### config.mk
export PLATFORM = sky130hd
export DESIGN_NAME = fifo_wptr_full_ctrl
export DESIGN_NICKNAME = d
export VERILOG_FILES = /design/src/rtl/fifo_wptr_full_ctrl.sv
export SDC_FILE = /design/constraint.sdc
export NUM_CORES = 1
export LEC_CHECK = 0
export BUFFER_PORTS_ARGS = -buffer_cell sky130_fd_sc_hd__clkbuf_2
export CORE_ASPECT_RATIO = 1.25
export CORE_MARGIN = 8
export CORE_UTILIZATION = 44
export DETAILED_ROUTE_END_ITERATION = 6
export GPL_ROUTABILITY_DRIVEN = 0
export PLACE_DENSITY = 0.65
export SLEW_MARGIN = 20
export SYNTH_ARGS = -nofsm -noshare
export SYNTH_HDL_FRONTEND = slang
export SYNTH_SLANG_ARGS = --single-unit
### constraint.sdc
create_clock -name clk -period 4.4 [get_ports clk]
set_input_delay 0.22 -clock clk [delete_from_list [all_inputs] [get_ports clk]]
set_output_delay 0.22 -clock clk [all_outputs]
set_load 0.02 [all_outputs]
### src/rtl/fifo_wptr_full_ctrl.sv
// Write-side pointer, Gray publish and full/almost_full flags for async FIFOs.
// Optional sticky overflow flag: define FIFO_WPTR_OVERFLOW_FLAG_EN.
module fifo_wptr_full_ctrl #(
  parameter int PTR      = 8,
  parameter int AFULL_TH = (1 << PTR) - 2
) (
  input  logic           clk,
  input  logic           rst_n,
  input  logic           wr_en,
  input  logic [PTR:0]   rd_gray_ptr_async,
`ifdef FIFO_WPTR_OVERFLOW_FLAG_EN
  input  logic           ovf_clr,
  output logic           overflow,
`endif
  output logic           wr_ack,
  output logic [PTR-1:0] wr_addr,
  output logic [PTR:0]   wr_gray_ptr,
  output logic           full,
  output logic           almost_full
);

  localparam logic [PTR:0] LP_AFTH = (PTR+1)'(AFULL_TH);

  logic [PTR:0] r_wbin;
  logic [PTR:0] r_wgray;
  logic [PTR:0] r_rq1;
  logic [PTR:0] r_rq2;
  logic         r_full;
  logic         r_afull;

  logic         w_ack;
  logic [PTR:0] w_wbin_next;
  logic [PTR:0] w_wgray_next;
  logic [PTR:0] w_rbin;
  logic [PTR:0] w_fill_next;
  logic         w_full_next;
  logic         w_afull_next;

  assign w_ack        = wr_en & ~r_full;
  assign w_wbin_next  = r_wbin + (PTR+1)'(w_ack);
  assign w_wgray_next = (w_wbin_next >> 1) ^ w_wbin_next;

  // Gray-to-binary: each bit is the XOR of all Gray bits at or above it
  always_comb begin
    w_rbin = '0;
    for (int i = 0; i <= PTR; i++) begin
      w_rbin[i] = ^(r_rq2 >> i);
    end
  end

  assign w_fill_next  = w_wbin_next - w_rbin;
  assign w_afull_next = (w_fill_next >= LP_AFTH);
  assign w_full_next  =
    (w_wgray_next == {~r_rq2[PTR:PTR-1], r_rq2[PTR-2:0]});

  always_ff @(posedge clk or negedge rst_n) begin
    if (!rst_n) begin
      r_rq1   <= '0;
      r_rq2   <= '0;
      r_wbin  <= '0;
      r_wgray <= '0;
      r_full  <= 1'b0;
      r_afull <= 1'b0;
    end else begin
      r_rq1   <= rd_gray_ptr_async;
      r_rq2   <= r_rq1;
      r_wbin  <= w_wbin_next;
      r_wgray <= w_wgray_next;
      r_full  <= w_full_next;
      r_afull <= w_afull_next;
    end
  end

`ifdef FIFO_WPTR_OVERFLOW_FLAG_EN
  logic r_ovf;

  // set beats clear when both happen on the same edge
  always_ff @(posedge clk or negedge rst_n) begin
    if (!rst_n) begin
      r_ovf <= 1'b0;
    end else begin
      r_ovf <= (wr_en & r_full) | (r_ovf & ~ovf_clr);
    end
  end

  assign overflow = r_ovf;
`endif

  assign wr_ack      = w_ack;
  assign wr_addr     = r_wbin[PTR-1:0];
  assign wr_gray_ptr = r_wgray;
  assign full        = r_full;
  assign almost_full = r_afull;

endmodule

==> flow_results.org, run 1 <==
** Clock tree
- Buffer type at the clock tree root :: sky130_fd_sc_hd__clkbuf_8
- Clock buffer count from CTS :: 5
- TritonCTS built the clock tree.
- Clock transition at the registers of the reported paths :: 0.07 ns
- For this design, the CTS-stage hold fixing added 0 buffers.
- Post-CTS Setup Bufs :: 0
- Sinks on Clock Net :: 37
- Counting along the longest clock path gives a buffer depth of 2.
- In this run the number of H-tree levels came out at 2.
- Number of cells upsized or downsized after cts :: 0
- Insertion delay to the later sink of the worst-skew pair :: roughly 0.28 ns

** Route
- Violation count after the first detailed-route iteration :: 53
- Average via count per standard cell :: 4.95
- After detailed routing, the number of remaining DRC violations is 0.
- Initial DRT Pass Iterations :: 4
- In the final routed layout, each cell accounts on average for 14.8 microns.
- ANT nets after route :: 0
- Overall routed net length :: around 3.5 mm
- Count of vias placed by the detailed router :: approximately 1200

** Placement
- Including well taps, the total number of placed cells is 232.
- After legalization and detailed placement, the total HPWL measured 2.83 mm.
- Buffers placed on the I/O ports in this run total 31.

** Logic synthesis
- Synthesized net count :: 170
- In the synthesized netlist the async set-or-reset flop fraction comes to 1.00.
- Mean instance size in the synthesized netlist :: 12.2 sq um
- Post-synth EDFFs :: 0
- Synthesis produced a netlist whose cell count is 148.
- The share of the Yosys chip area taken by registers is 0.512.
- For this run, the number of Yosys warnings is 0.
- In the synthesized netlist the dominant register cell turns out to be sky130_fd_sc_hd__dfrtp_1.
- After synthesis the cells add up to roughly 1800 sq um.
- Flip-flop and latch count after synthesis :: 37
- Cell variety after synth :: 40

** GRT
- Via count of the first global-routing pass :: 1266
- The first global-routing pass estimated 6.13 mm of wire.
- Maximum number of pins on one net before global-route repair :: 38
- After global routing the overflow that remains totals 0.
- Overall fraction of global-route tracks in use :: 0.127
- The initial antenna violation count is 0.

** Hold path
- The min-delay analysis places its worst path in the category input pin to register.
- The path with the worst hold slack has its endpoint at r_rq1[2].
- The startpoint identified for the worst hold timing path is rd_gray_ptr_async[2].
- Cell depth of the worst min-delay path :: 1

** Critical path
- The worst setup path is launched from a register.
- The setup path with the least slack is of type register to register.
- The worst register-to-register path ends at almost_full.
- Setup slack on the worst reg-to-reg path comes out at 1.02 ns.
- Of all nets on the critical path, the largest fanout is 6.
- The worst setup path is captured at a register.
- The startpoint identified for the worst register-to-register timing path is r_rq2[7].
- At the worst endpoint, the arrival time is roughly 3.6 ns.
- Required time at the endpoint of the critical path :: 4.56 ns
- Worst Reg2Reg Path Length in Cells :: 13

** Floorplan
- Number of I/O pins :: 32
- The region available for standard cell placement spans 4030 sq um.
- The die covers 6430 sq um.
- The die is 87.7 microns tall.
- The floorplan has 26 rows.
- Die Width :: 73.4 microns
- Initial Utilization :: 0.449

** Finish
- Number of nets in the layout :: 205
- The repair_antennas step left the layout with diodes totalling 0.
- The count of cells in the finished layout, fillers not included, comes to roughly 240.
- In the final layout, the share of cells above drive strength 1 is 0.224.
- The area growth from synthesis to layout is 16.5%.

** STA
- Minimum clock period :: 3.38 ns
- Final setup TNS :: 0 ns
- On the final layout, the worst hold slack is approximately 0.039 ns.
- Number of hold violations in the final report :: 0
- Of the available clock period, the critical path in the final layout requires 0.768.
- Setup clock skew after layout :: 0.00634 ns
- Worst slew margin relative to its limit :: 0.413
- Unrepaired setup endpoints after global routing :: no
- Measured slew at the worst slew-check pin :: 0.880 ns
- Timing would allow up to about 300 MHz.
- The final count of pins violating max slew is 0.
- Setup violations remaining at the end of the flow were counted as 0.

** Outcome
- The flow ran to the end, and the final reports show no timing, DRC or antenna violations.

** Pwr
- VDD sags by at most 259 uV.
- For this design the static power due to leakage is between 1 and 1.5 nW.
- PwrDens :: 707 nW/um^2

** Flow run
- Count of maximum capacitance violations :: 0
per-layer routing:
metal,vias to the layer above,wire [microns],part of all wire,track usage
li1,572,-,-,-
met1,578,1370,0.39,0.140
met2,29,1930,0.54,0.219
met3,4,186,0.053,0.0412
met4,0,51,0.014,0.0546
met5,-,0,0,0
cell families (layout without fill, tap and decap cells):
| logic type | Yosys count | count (layout) | share of synthesized area |
|---|---|---|---|
| flip-flops | 37 | 37 | 0.512 |
| AO/OA/AOI/OAI | 18 | 18 | 0.0678 |
| AND/OR/NAND/NOR | 30 | 30 | 0.0892 |
| adder cells (fa/ha/maj) | 11 | 11 | 0.0788 |
| XOR/XNOR | 39 | 39 | 0.213 |
| buffers and inverters | 10 | 45 | 0.0221 |
| multiplexers | 3 | 3 | 0.0173 |
worst max-delay path, cell delays in order (launching register included):
cell and delay, ns:
sky130_fd_sc_hd__dfrtp_1 0.42, sky130_fd_sc_hd__xnor3_2 0.45, sky130_fd_sc_hd__xor2_2 0.33, sky130_fd_sc_hd__xnor2_1 0.20, sky130_fd_sc_hd__xor2_1 0.35, sky130_fd_sc_hd__xnor2_1 0.11, sky130_fd_sc_hd__ha_1 0.18, sky130_fd_sc_hd__inv_1 0.09
sky130_fd_sc_hd__fa_1 0.23, sky130_fd_sc_hd__a21oi_1 0.09, sky130_fd_sc_hd__maj3_1 0.38, sky130_fd_sc_hd__o21ai_1 0.18, sky130_fd_sc_hd__xor2_1 0.16, sky130_fd_sc_hd__o31ai_1 0.08
where the power goes:
part	internal [mW]	leakage (nW)	switching, mW
registers	0.417	0.449	0.0599
logic	0.319	0.535	0.461
clock network	0.124	0.0443	0.107
total	0.860	1.03	0.629
metrics by stage:
stage                     cell area (sq um)   util  setup slack [ns]  power [mW]
after floorplan                        1810      -              1.19        1.07
after global placement                 2020  0.501              1.22        1.24
after detailed placement               2020  0.501              1.07        1.27
after CTS                              2110  0.522              1.01        1.51
after global routing                   2110  0.522             0.779        1.62
final                                  2110  0.522              1.02        1.49
synthesized netlist by cell type, types with 2 or more instances:
| cell | instances | share of area |
|---|---|---|
| sky130_fd_sc_hd__dfrtp_1 | 37 | 0.51 |
| sky130_fd_sc_hd__xor2_1 | 18 | 0.087 |
| sky130_fd_sc_hd__xnor2_1 | 17 | 0.082 |
| sky130_fd_sc_hd__ha_1 | 9 | 0.062 |
| sky130_fd_sc_hd__inv_1 | 7 | 0.015 |
| sky130_fd_sc_hd__nor2_1 | 5 | 0.010 |
| sky130_fd_sc_hd__a21o_1 | 4 | 0.017 |
| sky130_fd_sc_hd__a21oi_1 | 4 | 0.011 |
| sky130_fd_sc_hd__nand2_1 | 4 | 0.0083 |
| sky130_fd_sc_hd__nand3_1 | 4 | 0.011 |
| sky130_fd_sc_hd__nand4_1 | 4 | 0.014 |
| sky130_fd_sc_hd__and2_1 | 3 | 0.010 |
| sky130_fd_sc_hd__nor3_1 | 3 | 0.0083 |
| sky130_fd_sc_hd__mux2i_1 | 2 | 0.011 |
| sky130_fd_sc_hd__xor2_2 | 2 | 0.018 |
cell type report:
class,instances,area (sq um)
well taps,56,70.1
multi-input cells,101,843
inverters,7,26.3
fillers,375,1930
flip-flops and latches,37,926
repair buffers,31,155
clock buffers,7,86.3
worst max-delay path by stage:
stage              from          end  slack [ns]  depth (start not counted)
2_1_floorplan      full  almost_full        1.19                         12
6_report       r_rq2[7]  almost_full        1.02                         13
5_1_grt        r_rq2[7]  almost_full        0.78                         13
3_3_place_gp   r_rq2[7]  almost_full        1.22                         12
4_1_cts        r_rq2[7]  almost_full        1.01                         13
3_5_place_dp   r_rq2[7]  almost_full        1.07                         13
cell usage in the layout (no fill, tap or decap), types with 2 or more instances in the layout:
cell type,n
sky130_fd_sc_hd__a21o_1,4
sky130_fd_sc_hd__a21oi_1,4
sky130_fd_sc_hd__and2_1,3
sky130_fd_sc_hd__clkbuf_2,31
sky130_fd_sc_hd__clkbuf_8,6
sky130_fd_sc_hd__dfrtp_1,37
sky130_fd_sc_hd__ha_1,9
sky130_fd_sc_hd__inv_1,7
sky130_fd_sc_hd__mux2i_1,2
sky130_fd_sc_hd__nand2_1,4
sky130_fd_sc_hd__nand3_1,4
sky130_fd_sc_hd__nand4_1,4
sky130_fd_sc_hd__nor2_1,5
sky130_fd_sc_hd__nor3_1,3
sky130_fd_sc_hd__xnor2_1,17
sky130_fd_sc_hd__xor2_1,18
sky130_fd_sc_hd__xor2_2,2
state kept, by name, summed over array words and instances (netlist names):
name         count
full             1
r_wbin           9
almost_full      1
wr_gray_ptr      8
r_rq2            9
r_rq1            9
Power figures use the tool's default switching activity.
==> run 2: changes to the inputs <==
PLACE_DENSITY = 0.68   (was 0.65)
clock period = 2.7 ns   (was 4.4 ns; I/O delays follow)
==> run 2 against run 1 <==
The run now ends with negative setup slack left. Hold slack better by 0.29 ns. Sequential power is 63% higher. Flip-flop and latch count did not move. Critical path depth is the same. Global-route usage increased by 0.20 points. Routed wire length rose by 5.6%. Cell area grew 15%. Fmax rose by 14%. First-iteration DRC count fell by 68%. Register-to-register slack got worse by 1.3 ns. Critical path type unchanged. Critical endpoint unchanged. Largest cell class unchanged.
==> flow_results.org, run 2 (same netlist as run 1, synthesis figures left out) <==
** Route
- ANT nets after route :: 0
- DR WL/cell :: 13.8 microns
- The first routing iteration left 17 violations.
- The pre-antenna-repair detailed-routing pass consisted of 4 iterations.
- For this run, design rule violations remaining after detail routing come to 0.
- Detailed routing inserted a total of 1346 vias.
- Overall routed net length :: 3.74 mm
- Using the TritonRoute via totals, the vias-per-cell ratio works out to 4.99.

** Finish
- Most frequent standard cell in the layout excluding fill and tap cells :: sky130_fd_sc_hd__dfrtp_1
- Of the cells placed in the final design, the portion with a size suffix greater than 1 is 0.322.
- The number of antenna diodes in the final layout is 0.
- Layout-stage area growth over the synthesis result :: 33.6%
- Final core area utilization :: 0.599
- Number of nets in the layout :: 235
- The largest registers in the layout are r_rq1: 9 flops, r_rq2: 9 flops, r_wbin: 9 flops.
- Commonest non-fill, non-tap cells in the layout :: sky130_fd_sc_hd__dfrtp_1, sky130_fd_sc_hd__clkbuf_2, sky130_fd_sc_hd__buf_4, sky130_fd_sc_hd__xor2_1, sky130_fd_sc_hd__xnor2_1

** Critical path
- Along the worst path, the maximum fanout reaches 3.
- In this run the critical register-to-register path is captured at almost_full.
- At the worst endpoint, the required time is 2.86 ns.
- In this run the critical register-to-register path is launched from r_rq2[3].
- The worst setup path is captured at a register.
- At the worst endpoint, the arrival time is 3.13 ns.
- Startpoint type of the worst setup path :: register
- Across all register-to-register paths, the minimum setup slack is -0.27 ns.
- The critical path is of the register to register type.
- Worst Reg2Reg Path Length in Cells :: 13
- Worst setup path start :: r_rq2[3]

** Clock tree
- The tree is rooted in a sky130_fd_sc_hd__clkbuf_8.
- TritonCTS built the clock tree.
- Insertion delay to the later sink of the worst-skew pair :: 0.29 ns
- Clock transition at the registers of the reported paths :: 0.06 ns
- Depth of the CTS H-tree :: 2
- The longest clock path from root to sink contains 2 buffers.
- In this run, CTS created clock tree buffers numbering 5.
- For this design, the sink count on the clock tree is 37.

** Floorplan
- For this configuration, the core starts out at a cell density of 0.449.
- In this run the standard cell core region covers 4030 sq um.
- Die Outline Area :: 6430 sq um
- The die is 73.4 microns wide.
- Number of I/O pins :: 32
- The floorplan has 26 rows.
- Measured along the y axis, the die boundary spans 87.7 microns.

** Placement
- Detailed placement HPWL :: 2.90 mm
- During placement, the flow inserted port buffers numbering 31.
- Prior to clock tree synthesis, the placed netlist has a worst setup slack of -0.368 ns.

** Outcome
- Violated checks :: negative setup slack
- The run finished, with violations left.

** GRT
- Summed over all layers, the global routing overflow is 0.
- The first global-routing pass estimated ~6.3 mm of wire.
- Entering global routing, the biggest net connects 38 pins.
- For this run, the total global-route usage over all layers was measured as 0.129.
- Antenna violations before repair :: 0
- Via count of the first global-routing pass :: 1399

** STA
- Number of endpoints failing setup at the final stage :: 1
- After layout, the worst setup slack is -0.268 ns.
- For the pin with the worst max-slew slack, the measured transition is approximately 0.88 ns.
- Pins over their slew limit :: 0
- Minimum clock period :: 2.97 ns
- Setup repair after global routing could not meet its margin everywhere.
- The worst pin sits at a relative slew slack of 0.411.
- Final worst path period share :: 1.10
- For the final database, setup skew stands at 0.00507 ns.
- Top achievable clock speed :: 337 MHz
- The number of endpoints with negative hold slack in the final report is 0.

** Hold path
- The min-delay analysis places its worst path in the category input pin to register.
- The worst hold path terminates at r_wbin[0].
- Along the worst hold path, the cell count comes to 3.
- Worst Min Path Start :: wr_en

** Pwr
- Static leakage :: approximately 1.2 nW
- Dividing total power by cell area gives a power density of 1090 nW/um^2.
- Max VDD drop :: approximately 470 uV

** Flow run
- Count of maximum capacitance violations :: 0
-- run 2: changes by cell type in the layout (fill, tap and decap cells not counted), sizes merged --
cell and delta:
buf +20, clkbuf +1, dlygate4sd3 +10
-- run 2: critical path, stage by stage (launching register included) --
cell                      delay, ns
sky130_fd_sc_hd__dfrtp_1       0.35
sky130_fd_sc_hd__xnor3_2       0.47
sky130_fd_sc_hd__xor2_4        0.22
sky130_fd_sc_hd__xnor2_4       0.15
sky130_fd_sc_hd__xor2_2        0.19
sky130_fd_sc_hd__xnor2_1       0.13
sky130_fd_sc_hd__ha_1          0.19
sky130_fd_sc_hd__inv_2         0.07
sky130_fd_sc_hd__fa_2          0.23
sky130_fd_sc_hd__a21oi_2       0.07
sky130_fd_sc_hd__maj3_1        0.37
sky130_fd_sc_hd__o21ai_1       0.15
sky130_fd_sc_hd__xor2_1        0.16
sky130_fd_sc_hd__o31ai_1       0.09
-- run 2: power by group --
part / leakage [nW] / internal (mW) / switching [mW]
registers: 0.449 / 0.680 / 0.0966
logic: 0.691 / 0.665 / 0.835
clock network: 0.0395 / 0.183 / 0.173
-- run 2: metal layers --
layer  wire length [microns]  vias to the layer above  global-route usage
li1                        -                      634                   -
met1                    1400                      664               0.126
met2                    1970                       37               0.234
met3                     247                       11              0.0458
met4                     115                        0              0.0674
met5                       0                        -                   0
-- run 2: worst max-delay path by stage --
stage                     slack [ns]  cells after the start           to
after global placement         -0.20                     13  almost_full
after global routing           -0.42                     13  almost_full
final                          -0.27                     13  almost_full
after CTS                      -0.28                     13  almost_full
after detailed placement       -0.37                     13  almost_full
after floorplan                -0.24                     12  almost_full
-- run 2: final cells by class --
class                   count  area, sq um
clock buffers               8         80.1
fillers                   375         1620
inverters                   7         26.3
well taps                  56         70.1
repair buffers             61          405
multi-input cells         101          910
flip-flops and latches     37          926
-- run 2: repair_timing --
| action | CTS | global route |
|---|---|---|
| gates cloned | 0 | 0 |
| setup buffers | 1 | 1 |
| pin swaps | 3 | 4 |
| hold buffers | 10 | 0 |
| hold endpoints to repair | 37 | 0 |
| endpoints found under the setup margin | 1 | 2 |
| resized for setup | 4 | 2 |
-- run 2: per-stage QoR --
step	hold WS, ns	power [mW]	area, sq um	std cells	setup TNS (ns)
finish	0.333	2.63	2420	270	-0.268
global route	0.357	2.83	2420	270	-0.418
CTS	0.325	2.64	2390	269	-0.280
detailed placement	0.245	2.23	2200	250	-0.368
global placement	0.243	2.17	2200	250	-0.195
floorplan	-0.161	1.77	1850	148	-0.238
==> run 3: changes to the inputs <==
RECOVER_POWER = 50   (was not set)
==> run 3 against run 2 <==
The run ends with max-capacitance violations, max-slew violations, negative setup slack left. Die area did not move. Routed wire length up 0.80%. Fmax rose by 0.24%. Clock power about the same. Register-to-register slack about the same. First-iteration DRC count up 35%. Worst setup slack better by 0.0070 ns. Combinational power hardly changed. Non-clock buffer count unchanged. Hold slack lost 0.0090 ns. Utilization shrank 0.62 points. Count of clock-buffer cells in the layout is the same. Critical path type unchanged. Critical endpoint unchanged. Largest power group unchanged.
==> flow_results.org, run 3 (same netlist as run 1, synthesis figures left out) <==
** Finish
- Largest regs :: r_rq1: 9 flops, r_rq2: 9 flops, r_wbin: 9 flops
- At the end of the flow, the number of nets in the layout was 235.
- Design Area, Final :: 2390 sq um
- Filler Cells Inserted :: 378
- Of the cells placed in the final design, the portion with a size suffix greater than 1 is 0.229.
- Commonest non-fill, non-tap cells in the layout :: sky130_fd_sc_hd__dfrtp_1, sky130_fd_sc_hd__clkbuf_1, sky130_fd_sc_hd__buf_4, sky130_fd_sc_hd__xor2_1, sky130_fd_sc_hd__xnor2_1
- Measured on the finished design, the core utilization comes to 0.593.
- Most frequent standard cell in the layout excluding fill and tap cells :: sky130_fd_sc_hd__dfrtp_1
- Count of inserted antenna diode cells :: 0
- Layout-stage area growth over the synthesis result :: 32.2%

** GRT
- The via count of the first global-routing pass came to between 1000 and 1500.
- Entering global routing, the biggest net connects 38 pins.
- Wire length of the first global-routing pass :: 6.29 mm
- Overflow left after global routing :: 0
- The initial antenna violation count came to 0.
- For this run, the total global-route usage over all layers was measured as 0.129.

** Critical path
- Worst Reg2Reg Path Length in Cells :: 13
- By startpoint and endpoint, the worst setup path is classified as register to register.
- STA classifies the critical path endpoint as a register.
- Launching point of the worst reg2reg path :: r_rq2[3]
- Buffer and inverter count on the worst path :: 1
- The cell family contributing the most delay on the critical path is XOR/XNOR gates.
- The critical path goes through xnor3_2 -> xor2_4 -> xnor2_4 -> xor2_2 -> xnor2_1 -> ha_1 -> inv_2 -> fa_2 -> a21oi_2 -> maj3_1 -> o21ai_1 -> xor2_1 -> o31ai_1.
- Data arrives at the worst endpoint at roughly 3.1 ns.
- Capture point of the worst reg-to-reg path :: almost_full
- In this run the worst path has a maximum fanout of 3.
- In this design, the stage delay of the slowest critical-path cell is 0.47 ns.
- Cell type of the slowest stage on the worst timing path :: sky130_fd_sc_hd__xnor3_2
- Startpoint type of the worst setup path :: register
- At the worst endpoint, the required time is ~2.9 ns.
- The worst register-to-register path has a setup slack of -0.26 ns.

** STA
- Number of hold violations in the final report :: 0
- Dividing the final minimum period by the clock period gives 1.10.
- Across the routed clock network, the largest skew measured is 0.00365 ns.
- Worst slew margin relative to its limit :: -0.275
- Setup violations remaining at the end of the flow were counted as 1.
- Derived from the worst setup path, the maximum achievable clock frequency is 338 MHz.
- At the pin with the least slew margin, the transition time is ~1.9 ns.
- The worst path in the final design needs a cycle of 2.96 ns, including I/O delays and setup.
- Setup slack on the critical path of the routed design comes to -0.261 ns.
- Unrepaired setup endpoints after global routing :: yes
- In the final timing run, aggregate negative setup slack is -0.261 ns.
- The final count of pins violating max slew was 38.

** Placement
- Detailed placement HPWL :: around 2.9 mm
- Cell area after placement :: 2200 sq um
- Buffers placed on the I/O ports in this run total 31.
- Post-Place Setup Slack :: -0.368 ns

** Clock tree
- Sinks on Clock Net :: 37
- Insertion delay to the later sink of the worst-skew pair :: approximately 0.28 ns
- CTS tree :: built
- Clock transition at the registers of the reported paths :: 0.07 ns
- Deepest clock path buffer count :: 2
- Clock buffer count from CTS :: 5
- Depth of the CTS H-tree :: 2
- CTS placed an instance of sky130_fd_sc_hd__clkbuf_8 at the clock tree root.

** Pwr
- Internal Power :: roughly 1.5 mW
- The share of total power dissipated in the clock network is 0.137.
- Gate power share :: 0.566
- Switching component of the power :: 1.11 mW
- Of the total power, the share spent switching nets is 0.424.
- The share of total power dissipated in sequential elements is 0.297.
- Static leakage :: 1.12 nW
- In this run the power density over the cells is around 1100 nW/um^2.
- Max VDD drop :: 467 uV

** Floorplan
- Number of placement rows :: 26
- Number of I/O pins :: 32
- Die Outline Area :: about 6400 sq um
- Initial Utilization :: 0.449
- The region available for standard cell placement spans about 4000 sq um.
- From left edge to right edge, the die measures 73.4 microns.
- From bottom edge to top edge, the die measures 87.7 microns.

** Flow run
- Max-cap violations in this run came to 1.

** Outcome
- The checks that failed: max-capacitance violations, max-slew violations, negative setup slack.
- The run finished, with violations left.

** Route
- Average via count per standard cell :: 4.96
- Violation count after the first detailed-route iteration :: 23
- The count of nets left with antenna violations once routing finished came out at 0.
- DR WL/cell :: ~14 microns
- Number of DRC violations after detailed routing :: 0
- Initial DRT Pass Iterations :: 4
- The final layout contains routed wiring with a total length of 3.77 mm.
- Across all layers, the routed design uses 1339 vias.

** Hold path
- Hold EP :: r_wbin[0]
- The worst hold path belongs to the class input pin to register.
- The worst hold path begins at wr_en.
- Cell depth of the worst min-delay path :: 3
-- run 3: cell types whose count changed in the layout (fill, tap and decap cells not counted) --
cell and change:
sky130_fd_sc_hd__clkbuf_2 -20, sky130_fd_sc_hd__clkbuf_1 +20
-- run 3: routing by layer --
metal / wire length (microns) / GRT usage / part of all wire / vias up
li1: - / - / - / 634
met1: 1450 / 0.126 / 0.39 / 653
met2: 1970 / 0.234 / 0.52 / 41
met3: 233 / 0.0458 / 0.062 / 11
met4: 112 / 0.0674 / 0.030 / 0
met5: 0 / 0 / 0 / -
-- run 3: stage by stage --
step                hold WS, ns  power, mW  cells
finish                    0.324       2.61    270
floorplan                -0.161       1.77    148
CTS                       0.325       2.64    269
detailed placement        0.245       2.23    250
global route              0.357       2.80    270
global placement          0.243       2.17    250
-- run 3: how the worst max path moves through the flow --
stage	startpoint	end	slack, ns	cells after the start
3_3_place_gp	r_rq2[3]	almost_full	-0.20	13
4_1_cts	r_rq2[5]	almost_full	-0.28	13
3_5_place_dp	r_rq2[3]	almost_full	-0.37	13
2_1_floorplan	r_rq2[8]	almost_full	-0.24	12
6_report	r_rq2[3]	almost_full	-0.26	13
5_1_grt	r_rq2[3]	almost_full	-0.42	13
-- run 3: tightest hold or removal path, cell delays in order --
cell,delay (ns)
sky130_fd_sc_hd__clkbuf_2,0.08
sky130_fd_sc_hd__nor2b_4,0.12
sky130_fd_sc_hd__ha_1,0.21
-- run 3: cell type report --
cell class / count / area, sq um / share of cell area
repair buffers: 61 / 380 / 0.159
inverters: 7 / 26.3 / 0.0110
flip-flops and latches: 37 / 926 / 0.387
well taps: 56 / 70.1 / 0.0293
multi-input cells: 101 / 910 / 0.380
clock buffers: 8 / 80.1 / 0.0335
-- run 3: repair_timing --
action	in CTS	in global routing
hold buffers	10	0
buffers inserted	1	1
setup endpoints to repair	1	2
hold endpoints to repair	37	0
gates resized for setup	4	2
pin swaps	3	4
-- run 3: power by group through the flow --
stage,Sequential [mW],Combinational [mW],Clock [mW]
floorplan,0.895,0.870,0
global placement,0.778,1.39,0
detailed placement,0.787,1.44,0
CTS,0.776,1.49,0.373
global route,0.795,1.61,0.397
finish,0.775,1.48,0.358
